--- src/rtl/iru_pkg.sv ---
// Shared IRU constants, types and address helper used by the rotation gather stage.
package iru_pkg;

    localparam int unsigned IRU_DIM  = 20;
    localparam int unsigned IRU_NPIX = IRU_DIM * IRU_DIM;

    typedef logic [8:0] iru_addr_t;

    typedef enum logic [1:0] {
        IDLE  = 2'd0,
        LOAD  = 2'd1,
        SWEEP = 2'd2,
        DRAIN = 2'd3
    } iru_gather_state_e;

    // Raster address of (row,col) in a window of side dim; 9 bits cover dim<=22.
    function automatic iru_addr_t iru_rc_addr(input logic [4:0] row, input logic [4:0] col,
                                              input iru_addr_t dim);
        return iru_addr_t'(row) * dim + iru_addr_t'(col);
    endfunction

endpackage

--- src/rtl/iru_rot_gather_if.sv ---
// Source and result pixel streams of the rotation gather stage.
// Optional IRU_GATHER_MASK_EN adds out_oob (pixel substituted by FILL).
interface iru_rot_gather_if #(
    parameter int unsigned PIX_W = 8
);
    logic             in_valid;
    logic             in_ready;
    logic [PIX_W-1:0] in_pix;
    logic             out_valid;
    logic             out_ready;
    logic [PIX_W-1:0] out_pix;
    logic             out_last;
`ifdef IRU_GATHER_MASK_EN
    logic             out_oob;
`endif

    modport master (
        output in_valid, in_pix, out_ready,
        input  in_ready, out_valid, out_pix, out_last
`ifdef IRU_GATHER_MASK_EN
        , input out_oob
`endif
    );

    modport slave (
        input  in_valid, in_pix, out_ready,
        output in_ready, out_valid, out_pix, out_last
`ifdef IRU_GATHER_MASK_EN
        , output out_oob
`endif
    );

endinterface

--- src/rtl/iru_img_buf.sv ---
// One-window pixel store: synchronous write, combinational read; contents are not reset.
module iru_img_buf
    import iru_pkg::*;
#(
    parameter int unsigned NPIX  = IRU_NPIX,
    parameter int unsigned PIX_W = 8
) (
    input  logic             clk,
    input  logic             we_i,
    input  iru_addr_t        waddr_i,
    input  logic [PIX_W-1:0] wdata_i,
    input  iru_addr_t        raddr_i,
    output logic [PIX_W-1:0] rdata_o
);

    localparam iru_addr_t NPIX_A = iru_addr_t'(NPIX);

    logic [PIX_W-1:0] mem_q [NPIX];

    // Pixel write port.
    always_ff @(posedge clk) begin
        if (we_i) begin
            mem_q[waddr_i] <= wdata_i;
        end
    end

    // Read port; addresses past the window read as zero.
    always_comb begin
        rdata_o = {PIX_W{1'b0}};
        if (raddr_i < NPIX_A) begin
            rdata_o = mem_q[raddr_i];
        end else begin
            rdata_o = {PIX_W{1'b0}};
        end
    end

endmodule

--- src/rtl/iru_rot_gather.sv ---
// Rotation gather: buffers a DIMxDIM window, sweeps destinations through the rotation
// unit and streams source pixels (FILL when out of window). Option: IRU_GATHER_MASK_EN.
module iru_rot_gather
    import iru_pkg::*;
#(
    parameter int unsigned      DIM   = IRU_DIM,
    parameter int unsigned      PIX_W = 8,
    parameter logic [PIX_W-1:0] FILL  = {PIX_W{1'b0}}
) (
    input  logic        clk,
    input  logic        rst_n,
    input  logic        start,
    input  logic [35:0] rnn_d,
    output logic        idle,
    output logic [35:0] rnn_q,
    output logic [4:0]  comp_row,
    output logic [4:0]  comp_col,
    input  logic        comp_valid,
    input  logic [4:0]  comp_row_q,
    input  logic [4:0]  comp_col_q,
    output logic        done,
    iru_rot_gather_if.slave pix_if
);

    localparam iru_addr_t  DIM_A  = iru_addr_t'(DIM);
    localparam iru_addr_t  LAST_A = iru_addr_t'(DIM * DIM - 1);
    localparam logic [4:0] DIM_C  = 5'(DIM);
    localparam logic [4:0] LAST_C = 5'(DIM - 1);

    iru_gather_state_e state_q, state_d;
    iru_addr_t         lcnt_q, lcnt_d;
    logic [4:0]        row_q, row_d, col_q, col_d;
    logic [35:0]       rnn_next_d;
    logic              out_valid_q, out_valid_d;
    logic [PIX_W-1:0]  out_pix_q, out_pix_d;
    logic              out_last_q, out_last_d;
    logic              done_q, done_d;
    logic              oob_q, oob_d;
    logic              adv_s, src_ok_s, we_s;
    logic [PIX_W-1:0]  rd_pix_s;

    assign adv_s    = !out_valid_q || pix_if.out_ready;
    // A valid coordinate outside the window is still treated as a miss.
    assign src_ok_s = comp_valid && (comp_row_q < DIM_C) && (comp_col_q < DIM_C);
    assign we_s     = (state_q == LOAD) && pix_if.in_valid;

    iru_img_buf #(.NPIX(DIM * DIM), .PIX_W(PIX_W)) u_buf (
        .clk     (clk),
        .we_i    (we_s),
        .waddr_i (lcnt_q),
        .wdata_i (pix_if.in_pix),
        .raddr_i (iru_rc_addr(comp_row_q, comp_col_q, DIM_A)),
        .rdata_o (rd_pix_s)
    );

    // Next-state and datapath update for the IDLE/LOAD/SWEEP/DRAIN sequence.
    always_comb begin
        state_d     = state_q;
        lcnt_d      = lcnt_q;
        row_d       = row_q;
        col_d       = col_q;
        rnn_next_d  = rnn_q;
        out_valid_d = out_valid_q;
        out_pix_d   = out_pix_q;
        out_last_d  = out_last_q;
        oob_d       = oob_q;
        done_d      = 1'b0;
        case (state_q)
            IDLE: begin
                if (start) begin
                    rnn_next_d = rnn_d;
                    lcnt_d     = 9'd0;
                    state_d    = LOAD;
                end else begin
                    state_d = IDLE;
                end
            end
            LOAD: begin
                if (pix_if.in_valid && lcnt_q == LAST_A) begin
                    lcnt_d  = 9'd0;
                    row_d   = 5'd0;
                    col_d   = 5'd0;
                    state_d = SWEEP;
                end else if (pix_if.in_valid) begin
                    lcnt_d = lcnt_q + 9'd1;
                end else begin
                    lcnt_d = lcnt_q;
                end
            end
            SWEEP: begin
                if (adv_s) begin
                    out_valid_d = 1'b1;
                    out_pix_d   = src_ok_s ? rd_pix_s : FILL;
                    oob_d       = !src_ok_s;
                    out_last_d  = (row_q == LAST_C) && (col_q == LAST_C);
                    if (row_q == LAST_C && col_q == LAST_C) begin
                        state_d = DRAIN;
                    end else if (col_q == LAST_C) begin
                        col_d = 5'd0;
                        row_d = row_q + 5'd1;
                    end else begin
                        col_d = col_q + 5'd1;
                    end
                end else begin
                    state_d = SWEEP;
                end
            end
            DRAIN: begin
                if (pix_if.out_ready) begin
                    out_valid_d = 1'b0;
                    out_last_d  = 1'b0;
                    done_d      = 1'b1;
                    state_d     = IDLE;
                end else begin
                    state_d = DRAIN;
                end
            end
            default: begin
                state_d = IDLE;
            end
        endcase
    end

    // State, counters and registered outputs.
    always_ff @(posedge clk or negedge rst_n) begin
        if (!rst_n) begin
            state_q     <= IDLE;
            lcnt_q      <= 9'd0;
            row_q       <= 5'd0;
            col_q       <= 5'd0;
            rnn_q       <= 36'd0;
            out_valid_q <= 1'b0;
            out_pix_q   <= {PIX_W{1'b0}};
            out_last_q  <= 1'b0;
            oob_q       <= 1'b0;
            done_q      <= 1'b0;
        end else begin
            state_q     <= state_d;
            lcnt_q      <= lcnt_d;
            row_q       <= row_d;
            col_q       <= col_d;
            rnn_q       <= rnn_next_d;
            out_valid_q <= out_valid_d;
            out_pix_q   <= out_pix_d;
            out_last_q  <= out_last_d;
            oob_q       <= oob_d;
            done_q      <= done_d;
        end
    end

    assign idle             = (state_q == IDLE);
    assign pix_if.in_ready  = (state_q == LOAD);
    assign comp_row         = row_q;
    assign comp_col         = col_q;
    assign pix_if.out_valid = out_valid_q;
    assign pix_if.out_pix   = out_pix_q;
    assign pix_if.out_last  = out_last_q;
    assign done             = done_q;
`ifdef IRU_GATHER_MASK_EN
    assign pix_if.out_oob   = oob_q;
`else
    logic unused_oob_s;
    assign unused_oob_s = oob_q;
`endif

endmodule

--- src/flat_wrapper.sv ---
// flat-port wrapper written by rule: the top's interface ports become plain ports
module iru_rot_gather_flat import iru_pkg::*;
#(
    parameter int unsigned      DIM   = IRU_DIM,
    parameter int unsigned      PIX_W = 8,
    parameter logic [PIX_W-1:0] FILL  = {PIX_W{1'b0}}
)
  (clk, rst_n, start, rnn_d, idle, rnn_q, comp_row, comp_col, comp_valid, comp_row_q, comp_col_q, done, pix_if_in_valid, pix_if_in_pix, pix_if_out_ready, pix_if_in_ready, pix_if_out_valid, pix_if_out_pix, pix_if_out_last);
  iru_rot_gather_if #(.PIX_W(PIX_W)) pix_if_i ();
  input  logic clk;
  input  logic rst_n;
  input  logic start;
  input  logic [35:0] rnn_d;
  output logic idle;
  output logic [35:0] rnn_q;
  output logic [4:0] comp_row;
  output logic [4:0] comp_col;
  input  logic comp_valid;
  input  logic [4:0] comp_row_q;
  input  logic [4:0] comp_col_q;
  output logic done;
  input wire logic [$bits(pix_if_i.in_valid)-1:0] pix_if_in_valid;
  input wire logic [$bits(pix_if_i.in_pix)-1:0] pix_if_in_pix;
  input wire logic [$bits(pix_if_i.out_ready)-1:0] pix_if_out_ready;
  output wire logic [$bits(pix_if_i.in_ready)-1:0] pix_if_in_ready;
  output wire logic [$bits(pix_if_i.out_valid)-1:0] pix_if_out_valid;
  output wire logic [$bits(pix_if_i.out_pix)-1:0] pix_if_out_pix;
  output wire logic [$bits(pix_if_i.out_last)-1:0] pix_if_out_last;
  assign pix_if_i.in_valid = pix_if_in_valid;
  assign pix_if_i.in_pix = pix_if_in_pix;
  assign pix_if_i.out_ready = pix_if_out_ready;
  assign pix_if_in_ready = pix_if_i.in_ready;
  assign pix_if_out_valid = pix_if_i.out_valid;
  assign pix_if_out_pix = pix_if_i.out_pix;
  assign pix_if_out_last = pix_if_i.out_last;
  iru_rot_gather #(.DIM(DIM), .PIX_W(PIX_W), .FILL(FILL)) u_core (.clk(clk), .rst_n(rst_n), .start(start), .rnn_d(rnn_d), .idle(idle), .rnn_q(rnn_q), .comp_row(comp_row), .comp_col(comp_col), .comp_valid(comp_valid), .comp_row_q(comp_row_q), .comp_col_q(comp_col_q), .done(done), .pix_if(pix_if_i));
endmodule
--- config.mk ---
export PLATFORM = sky130hd
export DESIGN_NAME = iru_rot_gather_flat
export DESIGN_NICKNAME = d
export VERILOG_FILES = /design/src/rtl/iru_pkg.sv /design/src/rtl/iru_rot_gather_if.sv /design/src/rtl/iru_img_buf.sv /design/src/rtl/iru_rot_gather.sv /design/src/flat_wrapper.sv
export SDC_FILE = /design/constraint.sdc
export NUM_CORES = 2
export LEC_CHECK = 0
export CORE_UTILIZATION = 45
export DETAILED_ROUTE_END_ITERATION = 8
export MAX_ROUTING_LAYER = met4
export PLACE_DENSITY = 0.61
export SYNTH_ARGS = -nofsm -noshare
export SYNTH_HDL_FRONTEND = slang
export SYNTH_SLANG_ARGS = --single-unit
--- constraint.sdc ---
create_clock -name clk -period 3 [get_ports clk]
set_input_delay 0.6 -clock clk [delete_from_list [all_inputs] [get_ports clk]]
set_output_delay 0.6 -clock clk [all_outputs]
set_load 0.005 [all_outputs]
==> key figures <==
Status
  – Status: finished, violations left
  – Failing checks: negative setup slack

Flow run
  – Max cap viols: 0

Final layout
  – Ratio of cells with drive above 1 in the final layout: 35.7%
  – Area grow syn2layout: 21.0%
  – Core Util, Final: 54.8%
  – Layout Nets: 7482

Routing
  – Detailed-route wire length: 363000 um
  – DR DRC count: 0
  – Drt wl/cell: 31.8 um
  – Routed vias: 68410
  – Drt via density: 6.00
  – Antenna viol nets, final: 0
  – Drt first pass iters: 6
  – Initial DRC count: 8684

CTS
  – Htree depth: 5
  – Clock transition at the registers of the reported paths: 60 ps
  – Root Buffer: clkbuf_16
  – Clock Latency Late Sink: 920 ps
  – TritonCTS Buffers: 335
  – CTS tree: yes
  – Clock Tree Buf Depth: 4
  – CTS sink count: 3268

STA
  – Final Skew: 73.8 ps
  – Slew margin rel.: 32.7%
  – Slew Viols, Final: 0
  – Setup violators final: 7
  – Hold slack: 39.0 ps
  – Max Freq: 0.319 GHz
  – Fin crit share: 105%
  – Final Hold Vio Count: 0
  – RSZ-0062 raised after global routing: true
  – Worst slew pin tran: 1010 ps
  – Final setup margin: -137 ps
  – Min Tclk post-route: 3140 ps

Global route
  – GRT Overall Usage: 26.1%
  – Number of global-route vias before repair: 68293
  – Grt ovf: 0
  – Largest net degree at the start of global routing: 156
  – First-pass GRT wire length: 513000 um
  – Initial antenna violation count: 17

Hold path
  – Hold path depth: 1
  – HP Class: in2reg
  – Min-Delay Endpoint: u_core.u_buf.mem_q[16][1]
  – Hold Startpoint: pix_if_in_pix[1]

Critical path
  – Reg2reg setup slack: 160 ps
  – Nature of the critical path endpoint: flop
  – Worst R2R Path Depth: 4
  – Crit path max-delay cell type: fa_4
  – Crit path max-delay family: adder cells
  – Reg-to-reg critical path endpoint: u_core.u_buf.mem_q[198][1]
  – Critical path class: in2reg
  – CP arrival: 3960 ps
  – Launch point of the worst reg-to-reg path: u_core.lcnt_q[4]
  – Nature of the critical path startpoint: primary input
  – Crit path cell chain: buf_8 -> ha_4 -> fa_4 -> buf_16 -> and2_2 -> buf_12 -> a22oi_1 -> a21oi_2 -> a2111oi_2 -> a31oi_1 -> nor3b_1 -> buf_4 -> o21ba_1
  – Max incr delay on CP: 880 ps
  – CP Data Required Time: 3820 ps
  – WP buf/inv: 4
  – Worst-path maximum fanout: 13

Placement
  – Dpl hpwl: 242000 um
  – Port buffer count: 118
  – Post-Place Worst Slack: -2340 ps
  – Gpl congestion: 0.955

Yosys
  – Ranking of synthesized cells by instance count: edfxtp_1 (3200), mux4_2 (797), nor2_1 (462)
  – Post-synth EDFFs: 3200
  – Post-synth ARST share: 2.08%
  – FF+latch count, synth: 3268
  – Count leader, synth: edfxtp_1
  – Yosys top cell by area: edfxtp_1
  – Area contributors post-synth: edfxtp_1 (75%), mux4_2 (14%), nor2_1 (1.4%)
  – Mapped Nets: 6082
  – Post-synthesis instance area: 0.128 mm2
  – Syn_area_per_cell: 21.3 um2
  – Main synth FF type: edfxtp_1
  – Post-synth top area share: 75.2%
  – Synth warnings: 0
  – Synth Instances: 6005
  – Seq/Total Area, Yosys: 76.5%
  – Synth unique cells: 79

Die
  – Die span in y: 535 um
  – Core ar.: 0.282 mm2
  – Rows: 195
  – Initial Util: 45.3%
  – Die ar.: 0.286 mm2
  – Top-level I/O count: 119
  – Die Wd: 535 um

Power and ir drop
  – Maximum VDD drop: 0.508 mV
  – P_leak: 51.1 nW
  – Pwr/cell area: 664 mW/mm2
-- worst reg2reg max path: cells and delay by family, from the launching register on --
kind | cells | cell delay (ps)
simple gates | 3 | 1750
flops | 1 | 590
buf+inv | 1 | 220
-- layer usage --
metal,part of all wire (%),wire [um],vias up,global-route usage (%)
li1,-,-,27865,-
met1,40,144000,36329,35.9
met2,47,172000,3596,39.8
met3,9.1,33000,620,4.29
met4,3.8,13900,0,9.21
met5,0,0,-,-
-- worst max path at each step --
| stage | to | cells after the start | slack (ps) | start |
|---|---|---|---|---|
| 3_3_place_gp | u_core.pix_if.out_pix[0] | 13 | -2330 | comp_row_q[0] |
| 2_1_floorplan | u_core.pix_if.out_pix[6] | 12 | -130 | comp_row_q[0] |
| 3_5_place_dp | u_core.pix_if.out_pix[0] | 13 | -2340 | comp_row_q[0] |
| 6_report | u_core.pix_if.out_pix[4] | 13 | -140 | comp_col_q[2] |
| 4_1_cts | u_core.pix_if.out_pix[6] | 13 | -20 | comp_col_q[2] |
| 5_1_grt | u_core.pix_if.out_pix[1] | 16 | -120 | comp_row_q[1] |
-- report_power, final --
| group | internal [mW] | switching [mW] |
|---|---|---|
| clock | 22.1 | 17.2 |
| sequential | 50.5 | 0.307 |
| combinational | 5.52 | 7.11 |
-- per-stage QoR --
stage               instance area, um2  TNS, ps  total power [mW]  std cells
global route                    155000     -436               105      11397
CTS                             154000    -31.6               103      11389
floorplan                       128000     -665              56.4       6005
finish                          155000     -335               103      11403
global placement                143000   -17080              63.2      10765
detailed placement              143000   -16940              63.3      10765
-- state kept, by name, indices dropped and copies added (netlist names) --
signal	flops
u_core.u_buf.mem_q	3200
u_core.rnn_q	36
u_core.lcnt_q	9
u_core.pix_if.out_pix	8
u_core.comp_col	5
u_core.comp_row	5
u_core.state_q	2
u_core.done	1
u_core.pix_if.out_last	1
u_core.pix_if.out_valid	1
-- area by class of cell --
| class | instances | area, um2 |
|---|---|---|
| fillers | 21121 | 128000 |
| clock buffers | 418 | 8760 |
| repair buffers | 1422 | 13400 |
| flip-flops and latches | 3268 | 97800 |
| multi-input cells | 2365 | 28500 |
| well taps | 3743 | 4680 |
| diodes | 11 | 27.5 |
| clock inverters | 163 | 1390 |
| inverters | 13 | 51.3 |
-- placed cells by master, fill, tap and decap left out, types with 95 or more instances in the layout --
| master | synthesis | layout |
|---|---|---|
| nor2_1 | 462 | 449 |
| nand2_1 | 260 | 241 |
| clkdlybuf4s50_1 | 0 | 99 |
| clkbuf_16 | 0 | 338 |
| edfxtp_1 | 3200 | 3200 |
| buf_4 | 60 | 1111 |
| a22oi_1 | 97 | 95 |
| buf_12 | 13 | 166 |
| mux2i_1 | 108 | 106 |
| mux4_2 | 797 | 797 |
-- kinds of logic after synthesis --
kind of cell               synth area share, %
buffers and inverters                     1.82
DFF                                       76.5
adders and majority gates                0.178
xor gates and xnor gates                0.0724
AOI/OAI and AO/OA                         2.25
muxes                                     16.0
and+or+nand+nor                           3.15
-- timing repair --
action                                  4_1_cts  5_1_grt
gates resized for setup                     135       54
endpoints found under the setup margin        9      113
buffers inserted                             40        3
endpoints found under the hold margin        68        0
hold buffers                                  1        0
pin swaps                                    35       24
gates cloned                                  6        0
Note: power is estimated with default switching activity, not from simulation.
